<file path="src/rtl/sum_pkg.sv">
// Shared types and constants for the triangular-number inverse block.
//   state_t      : FSM state encoding
//   *_DEF        : default widths for target/remainder and n
//   DIGIT_BASE   : decimal base used when splitting n into digits
//   SEG_*        : active-low {g,f,e,d,c,b,a} patterns for digits 0-9
package sum_pkg;

  localparam int unsigned TARGET_W_DEF = 11;
  localparam int unsigned N_W_DEF      = 6;
  localparam int unsigned DIGIT_W      = 4;
  localparam int unsigned SEG_W        = 7;
  localparam int unsigned DIGIT_BASE   = 10;

  typedef enum logic [2:0] {
    ST_IDLE     = 3'd0,
    ST_LOAD     = 3'd1,
    ST_SUBTRACT = 3'd2,
    ST_DIGITS   = 3'd3,
    ST_DONE     = 3'd4
  } state_t;

  localparam logic [SEG_W-1:0] SEG_0     = 7'b1000000;
  localparam logic [SEG_W-1:0] SEG_1     = 7'b1111001;
  localparam logic [SEG_W-1:0] SEG_2     = 7'b0100100;
  localparam logic [SEG_W-1:0] SEG_3     = 7'b0110000;
  localparam logic [SEG_W-1:0] SEG_4     = 7'b0011001;
  localparam logic [SEG_W-1:0] SEG_5     = 7'b0010010;
  localparam logic [SEG_W-1:0] SEG_6     = 7'b0000010;
  localparam logic [SEG_W-1:0] SEG_7     = 7'b1111000;
  localparam logic [SEG_W-1:0] SEG_8     = 7'b0000000;
  localparam logic [SEG_W-1:0] SEG_9     = 7'b0010000;
  localparam logic [SEG_W-1:0] SEG_BLANK = 7'b1111111;

endpackage

</file>
<file path="src/rtl/seg7_decoder.sv">
// Combinational decimal digit to active-low 7-segment decoder.
//   digit      : 4-bit BCD digit (codes above 9 blank the display)
//   segments_c : active-low {g,f,e,d,c,b,a}
module seg7_decoder
  import sum_pkg::*;
(
  input  logic [DIGIT_W-1:0] digit,
  output logic [SEG_W-1:0]   segments_c
);

  always_comb begin
    segments_c = SEG_BLANK;
    case (digit)
      4'd0:    segments_c = SEG_0;
      4'd1:    segments_c = SEG_1;
      4'd2:    segments_c = SEG_2;
      4'd3:    segments_c = SEG_3;
      4'd4:    segments_c = SEG_4;
      4'd5:    segments_c = SEG_5;
      4'd6:    segments_c = SEG_6;
      4'd7:    segments_c = SEG_7;
      4'd8:    segments_c = SEG_8;
      4'd9:    segments_c = SEG_9;
      default: segments_c = SEG_BLANK;
    endcase
  end

endmodule

</file>
<file path="src/rtl/sum_inverse.sv">
// Finds the largest n with 0+1+..+n <= target by repeated subtraction and
// reports n, the leftover, an exact-hit flag and n as two 7-seg digits.
//   clk, rst         : clock, asynchronous active-low reset
//   start            : level request, accepted in IDLE or DONE
//   step_en          : paces SUBTRACT and DIGITS iterations
//   target           : S, captured when start is accepted
//   status_indicator : bit0 busy, bit1 done
//   n_out, remainder, exact, display_units, display_decenas : results,
//                      updated only when DONE is entered
module sum_inverse
  import sum_pkg::*;
#(
  parameter int unsigned TARGET_W = TARGET_W_DEF,
  parameter int unsigned N_W      = N_W_DEF
) (
  input  logic                clk,
  input  logic                rst,
  input  logic                start,
  input  logic                step_en,
  input  logic [TARGET_W-1:0] target,
  output logic [1:0]          status_indicator,
  output logic [N_W-1:0]      n_out,
  output logic [TARGET_W-1:0] remainder,
  output logic                exact,
  output logic [SEG_W-1:0]    display_units,
  output logic [SEG_W-1:0]    display_decenas
);

  // k runs one past the largest n, so it needs one extra bit
  localparam int unsigned K_W = N_W + 1;

  state_t              state, state_next;
  logic [TARGET_W-1:0] target_q, target_q_next;
  logic [TARGET_W-1:0] rem, rem_next;
  logic [K_W-1:0]      k, k_next;
  logic [N_W-1:0]      n, n_next;
  logic [N_W-1:0]      ones, ones_next;
  logic [DIGIT_W-1:0]  tens, tens_next;
  logic [1:0]          status_next;
  logic [N_W-1:0]      n_out_next;
  logic [TARGET_W-1:0] remainder_next;
  logic                exact_next;
  logic [SEG_W-1:0]    units_next, decenas_next;
  logic [SEG_W-1:0]    seg_units_c, seg_tens_c;

  // Decoders look at the working digits; their outputs are only
  // captured on the DIGITS->DONE edge, when ones is already below 10.
  seg7_decoder u_seg_units (
    .digit      (DIGIT_W'(ones)),
    .segments_c (seg_units_c)
  );

  seg7_decoder u_seg_tens (
    .digit      (tens),
    .segments_c (seg_tens_c)
  );

  // Next-state, datapath and result-update logic
  always_comb begin
    state_next     = state;
    target_q_next  = target_q;
    rem_next       = rem;
    k_next         = k;
    n_next         = n;
    ones_next      = ones;
    tens_next      = tens;
    n_out_next     = n_out;
    remainder_next = remainder;
    exact_next     = exact;
    units_next     = display_units;
    decenas_next   = display_decenas;

    case (state)
      ST_IDLE, ST_DONE: begin
        if (start) begin
          target_q_next = target;
          state_next    = ST_LOAD;
        end
      end
      ST_LOAD: begin
        rem_next   = target_q;
        k_next     = K_W'(1);
        n_next     = '0;
        state_next = ST_SUBTRACT;
      end
      ST_SUBTRACT: begin
        if (step_en) begin
          if (rem >= TARGET_W'(k)) begin
            rem_next = rem - TARGET_W'(k);
            n_next   = N_W'(k);
            k_next   = k + K_W'(1);
          end else begin
            ones_next  = n;
            tens_next  = '0;
            state_next = ST_DIGITS;
          end
        end
      end
      ST_DIGITS: begin
        if (step_en) begin
          if (ones >= N_W'(DIGIT_BASE)) begin
            ones_next = ones - N_W'(DIGIT_BASE);
            tens_next = tens + DIGIT_W'(1);
          end else begin
            state_next     = ST_DONE;
            n_out_next     = n;
            remainder_next = rem;
            exact_next     = (rem == '0);
            units_next     = seg_units_c;
            decenas_next   = seg_tens_c;
          end
        end
      end
      default: state_next = ST_IDLE;
    endcase

    // Status tracks the state being entered so it is aligned with it
    status_next = {(state_next == ST_DONE),
                   (state_next inside {ST_LOAD, ST_SUBTRACT, ST_DIGITS})};
  end

  // State and output registers
  always_ff @(posedge clk or negedge rst) begin
    if (!rst) begin
      state            <= ST_IDLE;
      target_q         <= '0;
      rem              <= '0;
      k                <= '0;
      n                <= '0;
      ones             <= '0;
      tens             <= '0;
      status_indicator <= 2'b00;
      n_out            <= '0;
      remainder        <= '0;
      exact            <= 1'b0;
      display_units    <= SEG_0;
      display_decenas  <= SEG_0;
    end else begin
      state            <= state_next;
      target_q         <= target_q_next;
      rem              <= rem_next;
      k                <= k_next;
      n                <= n_next;
      ones             <= ones_next;
      tens             <= tens_next;
      status_indicator <= status_next;
      n_out            <= n_out_next;
      remainder        <= remainder_next;
      exact            <= exact_next;
      display_units    <= units_next;
      display_decenas  <= decenas_next;
    end
  end

endmodule

</file>
<file path="config.mk">
export PLATFORM = sky130hd
export DESIGN_NAME = sum_inverse
export DESIGN_NICKNAME = d
export VERILOG_FILES = /design/src/rtl/sum_pkg.sv /design/src/rtl/seg7_decoder.sv /design/src/rtl/sum_inverse.sv
export SDC_FILE = /design/constraint.sdc
export NUM_CORES = 1
export LEC_CHECK = 0
export CAP_MARGIN = 20
export CORE_ASPECT_RATIO = 1.25
export CORE_UTILIZATION = 30
export DETAILED_ROUTE_END_ITERATION = 8
export GPL_TIMING_DRIVEN = 0
export PLACE_DENSITY_LB_ADDON = 0.12
export SYNTH_ARGS = -nofsm -noshare
export SYNTH_HDL_FRONTEND = slang
export SYNTH_SLANG_ARGS = --single-unit
export TNS_END_PERCENT = 50
</file>
<file path="constraint.sdc">
create_clock -name clk -period 2.1 [get_ports clk]
set_clock_uncertainty 0.15 [all_clocks]
set_input_delay 0.315 -clock clk [delete_from_list [all_inputs] [get_ports clk]]
set_output_delay 0.315 -clock clk [all_outputs]
set_load 0.01 [all_outputs]
</file>
-- Word-level counts from Yosys, hierarchy flattened
Memory sizes are Yosys's and may differ from the RTL's. A register that Yosys moved wholly into a read port is not among the register bits.
Cells that the tools add are included.
- bitwise operators: 1
- add/subtract/negate cells: 4
- equality and inequality tests: 13
- reduce and logical (&&, ||, !) cells: 12
- mux-type cells: 25
- order comparisons: 2
- operator list (kind ; number):
    2-to-1 mux 6 bit ; 6
    one-hot mux 6 bit (2 select lines) ; 2
    2-to-1 mux 11 bit ; 2
    one-hot mux 11 bit (2 select lines) ; 1
    2-to-1 mux 4 bit ; 4
    2-to-1 mux 3 bit ; 5
    2-to-1 mux 7 bit ; 2
    one-hot mux 7 bit (2 select lines) ; 1
    == test 3 x 2 -> 1 bit, second input constant ; 4
    one-hot mux 3 bit (4 select lines) ; 1
    >= comparator 11 x 7 -> 1 bit ; 1
    logical NOT 11 bit ; 1
    subtractor 11 x 7 -> 11 bit ; 1
    != test 2 bit, second input constant ; 5
    one-hot mux 4 bit (2 select lines) ; 1
    adder 7 x 1 -> 7 bit, second input constant ; 1
    == test 3 x 1 -> 1 bit, second input constant ; 2
    == test 3 bit, second input constant ; 2
    >= comparator 6 x 4 -> 1 bit, second input constant ; 1
    AND reduction 3 bit ; 2
    subtractor 6 x 4 -> 6 bit, second input constant ; 1
    AND reduction 5 bit ; 1
    adder 4 x 1 -> 4 bit, second input constant ; 1
    nonzero test 2 bit ; 2
    6 further kinds ; 7
- bits in registers: 68
- bits in read-only memories: 224
- memories: 2
- word-level logic and storage cells: 70
- memory list (name ; words ; width ; rd ports ; clocked after memory_dff ; wr ports ; RTL line ; source):
    (no name shown) ; 16 ; 7 ; 1 ; 1 ; 0 ; seg7_decoder.sv:13 ; case (digit)
    (no name shown) ; 16 ; 7 ; 1 ; 1 ; 0 ; seg7_decoder.sv:13 ;

-- Longest topological paths before layout
Gate-level depths: netlist of run 1.
- depth after elaboration: 6
- depth in mapped cells: 10
- gate-level depth less buffers: 9

-- Hierarchy
Synthesis of run 1 repeated with hierarchy kept, for this count alone.
- cell total of the unflattened synthesis: 401
- area, all modules: 4276.6 um2
- by module, submodules not included (module ; times used ; area each (um2) ; sequential area each (um2) ; cells each):
    sum_inverse ; 1 ; 3856.2 ; 2054.5 ; 335
    seg7_decoder ; 2 ; 210.2 ; 0.0 ; 33

-- Worst setup path after synthesis of run 1
Ideal clock, no wire load.
- path type: reg2reg
- start: reg k[0]
- end: reg rem[8]
- arrival: 1835 ps
- setup slack: -23 ps
- cell stages (with the launch flop): 9
- required time: 1812 ps
- cells stage by stage: dfrtp_1 ha_1 fa_1 nor2b_1 o31a_1 nor2_1 o211ai_1 a21oi_1 a2bb2oi_1
- cells in the longest elaborated chain, start to end: 4
- elaborated cells on any way between the ends: 7
- those cells by class: add/sub: 1; order compare: 1; eq/ne: 1; mux: 3; reduce/logical: 1
- RTL lines (what ; RTL line ; source):
    start: declaration ; sum_inverse.sv:35 ; logic [K_W-1:0] k, k_next;
    start signal: assignment ; sum_inverse.sv:142 ; k <= k_next;
    subtractor 11 x 7 -> 11 bit ; sum_inverse.sv:89 ; rem_next = rem - TARGET_W'(k);
    2-to-1 mux 11 bit ; sum_inverse.sv:88 ; if (rem >= TARGET_W'(k)) begin
    2-to-1 mux 11 bit ; sum_inverse.sv:87 ; if (step_en) begin
    one-hot mux 11 bit (2 select lines) ; sum_inverse.sv:73 ; case (state)
    end signal: assignment ; sum_inverse.sv:141 ; rem <= rem_next;
    end: declaration ; sum_inverse.sv:34 ; logic [TARGET_W-1:0] rem, rem_next;
Several ways; a longest one is shown, not always the timed one. The select of a mux whose other input is x is not followed.
A chain may end at the register's enable or synchronous reset.

-- Final worst setup path of run 1
- start: reg rem[0]
- end: reg rem[10]
- cells in the longest elaborated chain, start to end: 4
- elaborated cells on any way between the ends: 7
- those cells by class: add/sub: 1; order compare: 1; eq/ne: 1; mux: 3; reduce/logical: 1
- RTL lines (what ; RTL line):
    subtractor 11 x 7 -> 11 bit ; sum_inverse.sv:89
    2-to-1 mux 11 bit ; sum_inverse.sv:88
    2-to-1 mux 11 bit ; sum_inverse.sv:87
    one-hot mux 11 bit (2 select lines) ; sum_inverse.sv:73
Several ways; a longest one is shown, not always the timed one. The select of a mux whose other input is x is not followed.

==> flow_summary.toml, run 1 <==
[drt]
viasPerCell = 5.029
ant_nets = 0
firstDrtPassIters = 4
vias = 3440
drt_iter0_drc = 128
wl_per_cell_um = 16.05
wl_um = 10980
drc = 0

[yosys]
synth_area_leaders = "dfrtp_1 48%, mux2_2 6.4%, ha_1 5.7%"
yosys.area_share.simple_pct = 14.45
syn_nets = 453
ys.flop_type = "dfrtp_1"
yosys_warnings = 0
synthMuxAreaShare_pct = 7.151
synth_seq_cells = 82
ys_async_sr_fraction_pct = 100.0
synth-edff-count = 0
synthAdderAreaFrac_pct = 6.138
synth_cell_types = 58
avgSynthCellArea_sq_um = 10.05
synth_top_family_by_area = "compound AO/OA/AOI/OAI gates"
synth-compound-area-share_pct = 18.95
synth_top_cell_area_share_pct = 47.68
yosysSeqAreaShare_pct = 48.93
synthXorXnorAreaFrac_pct = 0.2086
syn-cell-area_sq_um = 4199
netlist_instances = 418
synth_area_leader_cell = "dfrtp_1"

[critical_path]
end_kind = "register"
rrSetupSlack_ns = -0.05
cp_data_arrival_time_ns = 2.26
required_ns = 2.21
cp_max_fo = 4
r2r-end = "rem[10]"
worstSetupPathType = "register to register"
rr_startpoint = "rem[0]"
startpoint_type = "register"
reg2reg_depth = 10

[placed_design]
portBuffers = 48
dpl_worst_slack_ns = -0.3607
dp_hpwl_um = 7730
place_congestion = 0.8205
placed_cell_area_sq_um = 4940
dp_cells = 638

[sta]
min_period_ns = 2.147
fin_crit_sh_pct = 102.3
slew_viol_final = 0
final-hold-violation-count = 0
rsz0062_at_grt = "yes"
worst_slack_ns = -0.04749
whs_ns = 0.3232
max_slew.worst_pin.slew_ns = 0.5274
finalSetupViolCount = 1
maxSlewHeadroom_pct = 64.84
max_freq_mhz = 465.7

[clock_network]
cts.path.max_buffers = 2
root_buffer = "clkbuf_16"
cts_tree = "done"
cts_buffers = 9
clk_pin_slew_ns = 0.06
worstSkewPairLatency_ns = 0.35
clock-sinks = 82
h-tree-depth = 3

[final_layout]
fill_cells = 1315
multi_input_comb_area_sq_um = 2227
layout.nets = 543
design_area_sq_um = 5718
regArea_sq_um = 2063
layout_commonest_cell = "dfrtp_1"
n_antenna_cell = 0
final_cell_mix = "73 x dfrtp_1, 48 x nand2_1, 47 x clkdlybuf4s50_1"
final_cells = 684
area_growth_pct = 36.17
drive_above_1_share_pct = 26.71

[power_and_ir_drop]
ir_drop_mv = 0.6091
power_mw = 9.384
p_per_area_nw_per_um2 = 1641
p_leak_nw = 2.382

[floorplanning]
dieArea_sq_um = 14480
core_sq_um = 13470
io_pins = 49
die_h_um = 134.3
rows = 47
initial_core_util_pct = 31.18
fp.dieW_um = 107.8

[grt]
grt_usage_pct = 16.18
grt_first_pass_wirelength_um = 17840
grt_overflow = 0
grt_pass1_vias = 3490
grt_max_degree = 46
antenna_found_initial = 0

[run_status]
violations = "setup timing"
status = "finished, violations left"

[run]
max_cap_viol_count = 0

[hold_path]
min_path_cells = 2
hold_path.class = "register to register"
hold_end = "display_units[6]"
hp-start = "display_units[6]"
## critical path: stages (launching register included)
cell and delay, ns:
dfrtp_1 0.38, inv_2 0.08, ha_4 0.14, fa_2 0.21
nor2b_4 0.05, o31a_1 0.26, nor2_1 0.11, o211ai_1 0.08
buf_4 0.16, o31a_1 0.28, a211oi_2 0.14
## kinds of logic (layout without fill, tap and decap cells)
| group | Yosys count | count (layout) |
|---|---|---|
| AOI/OAI and AO/OA | 125 | 125 |
| xor gates and xnor gates | 1 | 1 |
| adders and majority gates | 20 | 20 |
| buffers and inverters | 38 | 133 |
| DFF | 82 | 82 |
| muxes | 27 | 27 |
| and+or+nand+nor | 125 | 125 |
## state kept, by name (all words and copies together) (netlist names)
name,cells
state,3
status_indicator,2
n_out,6
rem,11
n,6
remainder,11
display_decenas,7
display_units,7
tens,4
k,7
ones,6
target_q,11
exact,1
## metrics by stage
stage / TNS [ns] / utilization [%]
after global placement: -228.55 / 36.50
after detailed placement: -19.26 / 36.68
final: -0.04749 / 42.46
after floorplan: 0 / -
after CTS: -0.1321 / 41.60
after global routing: -1.594 / 42.46
## synthesized netlist by cell type, types with 2 or more instances
cell       count
nor2b_1        3
a21oi_2        2
and3_1         2
o31a_1         3
nand2b_1       3
o21a_1         4
a221oi_1       2
buf_2          5
nor2_1        29
dfstp_2        2
nand2_1       49
a21oi_1       24
mux2_2        24
mux2i_1        3
a2bb2oi_1      2
nor3_1         7
a211oi_1       4
a22o_1         7
ha_1          19
buf_4          3
dfrtp_1       80
or3_1          2
a21o_1         3
o31ai_1        6
nand4_1        2
a31oi_1        3
nand3_1       12
o22ai_1        4
inv_1         19
o41ai_1        2
nand3b_1       5
clkbuf_1       9
buf_6          2
o21ai_1        3
o21ai_0       46
## layer usage
layer	GRT usage [%]	vias up	wire length, um	part of all wire, %
met5	0	-	0	0
met1	18.42	1703	4589	42
met4	7.154	0	158	1.4
met2	30.02	44	5977	54
met3	1.701	10	252	2.3
li1	-	1683	-	-
## power by group
group          total [mW]  internal (mW)  leakage [nW]  switching (mW)
Combinational        5.11           2.51          1.24            2.60
Clock                1.46          0.829         0.133           0.630
Sequential           2.82           2.29          1.01           0.528
## cell type report
type	instances	area share [%]
Buffer	19	2.451
Clock buffer	13	4.376
Inverter	19	1.247
Sequential cell	82	36.08
Tap cell	171	3.742
Multi-Input combinational cell	298	38.95
Timing Repair Buffer	79	12.89
Clock inverter	3	0.2626
## how the worst max path moves through the flow
stage,from,endpoint,slack [ns],depth (start not counted)
2_1_floorplan,k[0],rem[8],0.008,8
3_5_place_dp,ones[0],n_out[4],-0.36,8
6_report,rem[0],rem[10],-0.05,10
4_1_cts,rem[0],rem[10],-0.05,10
5_1_grt,rem[0],rem[10],-0.12,10
3_3_place_gp,rst,target_q[9],-2.61,1
## repair_timing
item	in CTS	in global routing
hold buffers	1	0
resized for setup	48	25
gates cloned	0	1
buffers inserted	23	5
pin swaps	14	9
endpoints found under the hold margin	35	0
setup endpoints to repair	77	61
(Power assumes the default switching activity.)
==> run 2, diff against run 1 <==
- CORE_UTILIZATION: 30 -> 36
==> run 2 against run 1 <==
The run still ends with setup timing left. Non-clock buffer count up 8. Utilization up 9.4 points. Sequential power about the same. Flip-flop and latch count unchanged. Critical path depth down 2. First-iteration DRC count up 9.4%. Critical path type unchanged.
==> flow_summary.toml, run 2 (synthesis results as in run 1) <==
[final_layout]
multi_input_comb_area_sq_um = 2280
final_cell_mix = "72 x dfrtp_1, 47 x clkdlybuf4s50_1, 45 x nand2_1"
drive_above_1_share_pct = 29.81
n_antenna_cell = 0
fill_cells = 1003
area_growth_pct = 38.83
reg_top3 = "rem: 11 flops, remainder: 11 flops, target_q: 11 flops"
layout_commonest_cell = "dfrtp_1"
layout.nets = 551
regArea_sq_um = 2064

[grt]
grt_pass1_vias = 3452
grt_overflow = 0
grt_max_degree = 44
antenna_found_initial = 0
grt_usage_pct = 18.71
grt_first_pass_wirelength_um = 17200

[critical_path]
rrSetupSlack_ns = -0.02
startpoint_type = "register"
crit_path_cell_trace = "inv_1, ha_4, nand2_4, nor2_4, o21ai_4, a21o_1, or3_4, a21oi_2"
endpoint = "k[3]"
r2r-end = "k[3]"
cp_num_buf_inv = 1
required_ns = 2.21
end_kind = "register"
critPathSlowestCell = "or3_4"
reg2reg_depth = 8
cp_slowest_stage_delay_ns = 0.38
rr_startpoint = "k[6]"
startpoint = "k[6]"
cp.depth = 8
critPathTopFamily = "simple AND/OR/NAND/NOR gates"
cp_max_fo = 4
worstSetupPathType = "register to register"
cp_data_arrival_time_ns = 2.24

[clock_network]
h-tree-depth = 3
cts_buffers = 9
cts.path.max_buffers = 2
clk_pin_slew_ns = 0.06
clock-sinks = 82
cts_tree = "done"
worstSkewPairLatency_ns = 0.34
root_buffer = "clkbuf_16"

[sta]
tns_ns = -0.07793
fin_crit_sh_pct = 101.1
slew_viol_final = 0
final-hold-violation-count = 0
worst_slack_ns = -0.02265
max_slew.worst_pin.slew_ns = 0.5419
min_period_ns = 2.123
maxSlewHeadroom_pct = 63.87
finalSetupViolCount = 4
max_freq_mhz = 471.1
rsz0062_at_grt = "yes"

[placed_design]
place_congestion = 0.8320
dpl_worst_slack_ns = -0.2929
portBuffers = 48
dp_hpwl_um = 7226

[drt]
vias = 3436
drc = 0
firstDrtPassIters = 4
wl_per_cell_um = 16.21
viasPerCell = 5.246
wl_um = 10620
ant_nets = 0
drt_iter0_drc = 140

[power_and_ir_drop]
swShare_pct = 39.59
power.switching_mw = 3.823
p_leak_nw = 2.456
seqPwrFrac_pct = 29.0
pwr-share-clk_pct = 15.1
p_int_mw = 5.835
pwr-share-comb_pct = 55.9
p_per_area_nw_per_um2 = 1657
ir_drop_mv = 0.6972

[run_status]
violations = "setup timing"
status = "finished, violations left"

[hold_path]
hold_path.class = "register to register"

[floorplanning]
fp.dieW_um = 98.60
initial_core_util_pct = 37.34
die_h_um = 122.7
dieArea_sq_um = 12100
core_sq_um = 11240
rows = 43
io_pins = 49

[run]
max_cap_viol_count = 0
## run 2: cell count changes in the layout (fill, tap and decap cells not counted), moves of 3 or more
| cell | delta |
|---|---|
| nand2_1 | -3 |
| buf_4 | +4 |
| buf_6 | +4 |
| o21ai_0 | -3 |
| o21ai_2 | +3 |
## run 2: worst min path at each step
stage | cells past startpoint | startpoint | to
6_report | 2 | display_units[6] | display_units[6]
5_1_grt | 2 | display_units[5] | display_units[5]
4_1_cts | 2 | display_units[6] | display_units[6]
3_5_place_dp | 1 | rst | display_units[5]
3_3_place_gp | 2 | display_units[2] | display_units[2]
2_1_floorplan | 0 | rst | display_decenas[0]
## run 2: power by group through the flow
stage | Clock [mW] | Sequential, mW | Combinational (mW)
after floorplan | 0 | 2.85 | 2.64
after global placement | 0 | 2.84 | 3.98
after detailed placement | 0 | 2.86 | 4.05
after CTS | 1.50 | 2.79 | 4.84
after global routing | 1.59 | 2.90 | 5.97
final | 1.46 | 2.80 | 5.40
## run 2: metrics by stage
| stage | total power, mW | hold WS [ns] | std cells | area, sq um | util (%) |
|---|---|---|---|---|---|
| floorplan | 5.492 | -0.1306 | 418 | 4220 | - |
| global placement | 6.824 | 0.3142 | 601 | 4870 | 43.31 |
| detailed placement | 6.904 | 0.1926 | 602 | 4895 | 43.53 |
| CTS | 9.128 | 0.3298 | 642 | 5549 | 49.35 |
| global route | 10.46 | 0.3505 | 655 | 5829 | 51.84 |
| finish | 9.659 | 0.3250 | 655 | 5829 | 51.84 |
## run 2: per-layer routing
layer  wire length, um  up-vias  share of wire [%]  track usage (%)
met5                 0        -                  0                0
met4               167        0                1.6            7.276
met3               319       13                3.0            3.303
met2              5633       65                 53            33.71
met1              4495     1670                 42            22.19
li1                  -     1688                  -                -
## run 2: tightest hold or removal path, cell delays in order, from the launching register on
cell and delay [ns]:
dfstp_2 0.37, nand2_1 0.04, o21ai_0 0.06
## run 2: layout make-up
| cell class | count | area share, % |
|---|---|---|
| Inverter | 19 | 1.223 |
| Multi-Input combinational cell | 298 | 39.11 |
| Clock buffer | 12 | 4.400 |
| Timing Repair Buffer | 87 | 14.23 |
| Buffer | 19 | 2.468 |
| Sequential cell | 82 | 35.42 |
| Clock inverter | 3 | 0.2576 |
| Tap cell | 135 | 2.898 |
## run 2: timing repair
item                                    CTS  global route
buffers inserted                         24            10
pin swaps                                12            20
endpoints found under the setup margin   77            62
endpoints found under the hold margin    37             0
hold buffers                              1             0
cloned                                    0             3
resized for setup                        45            51
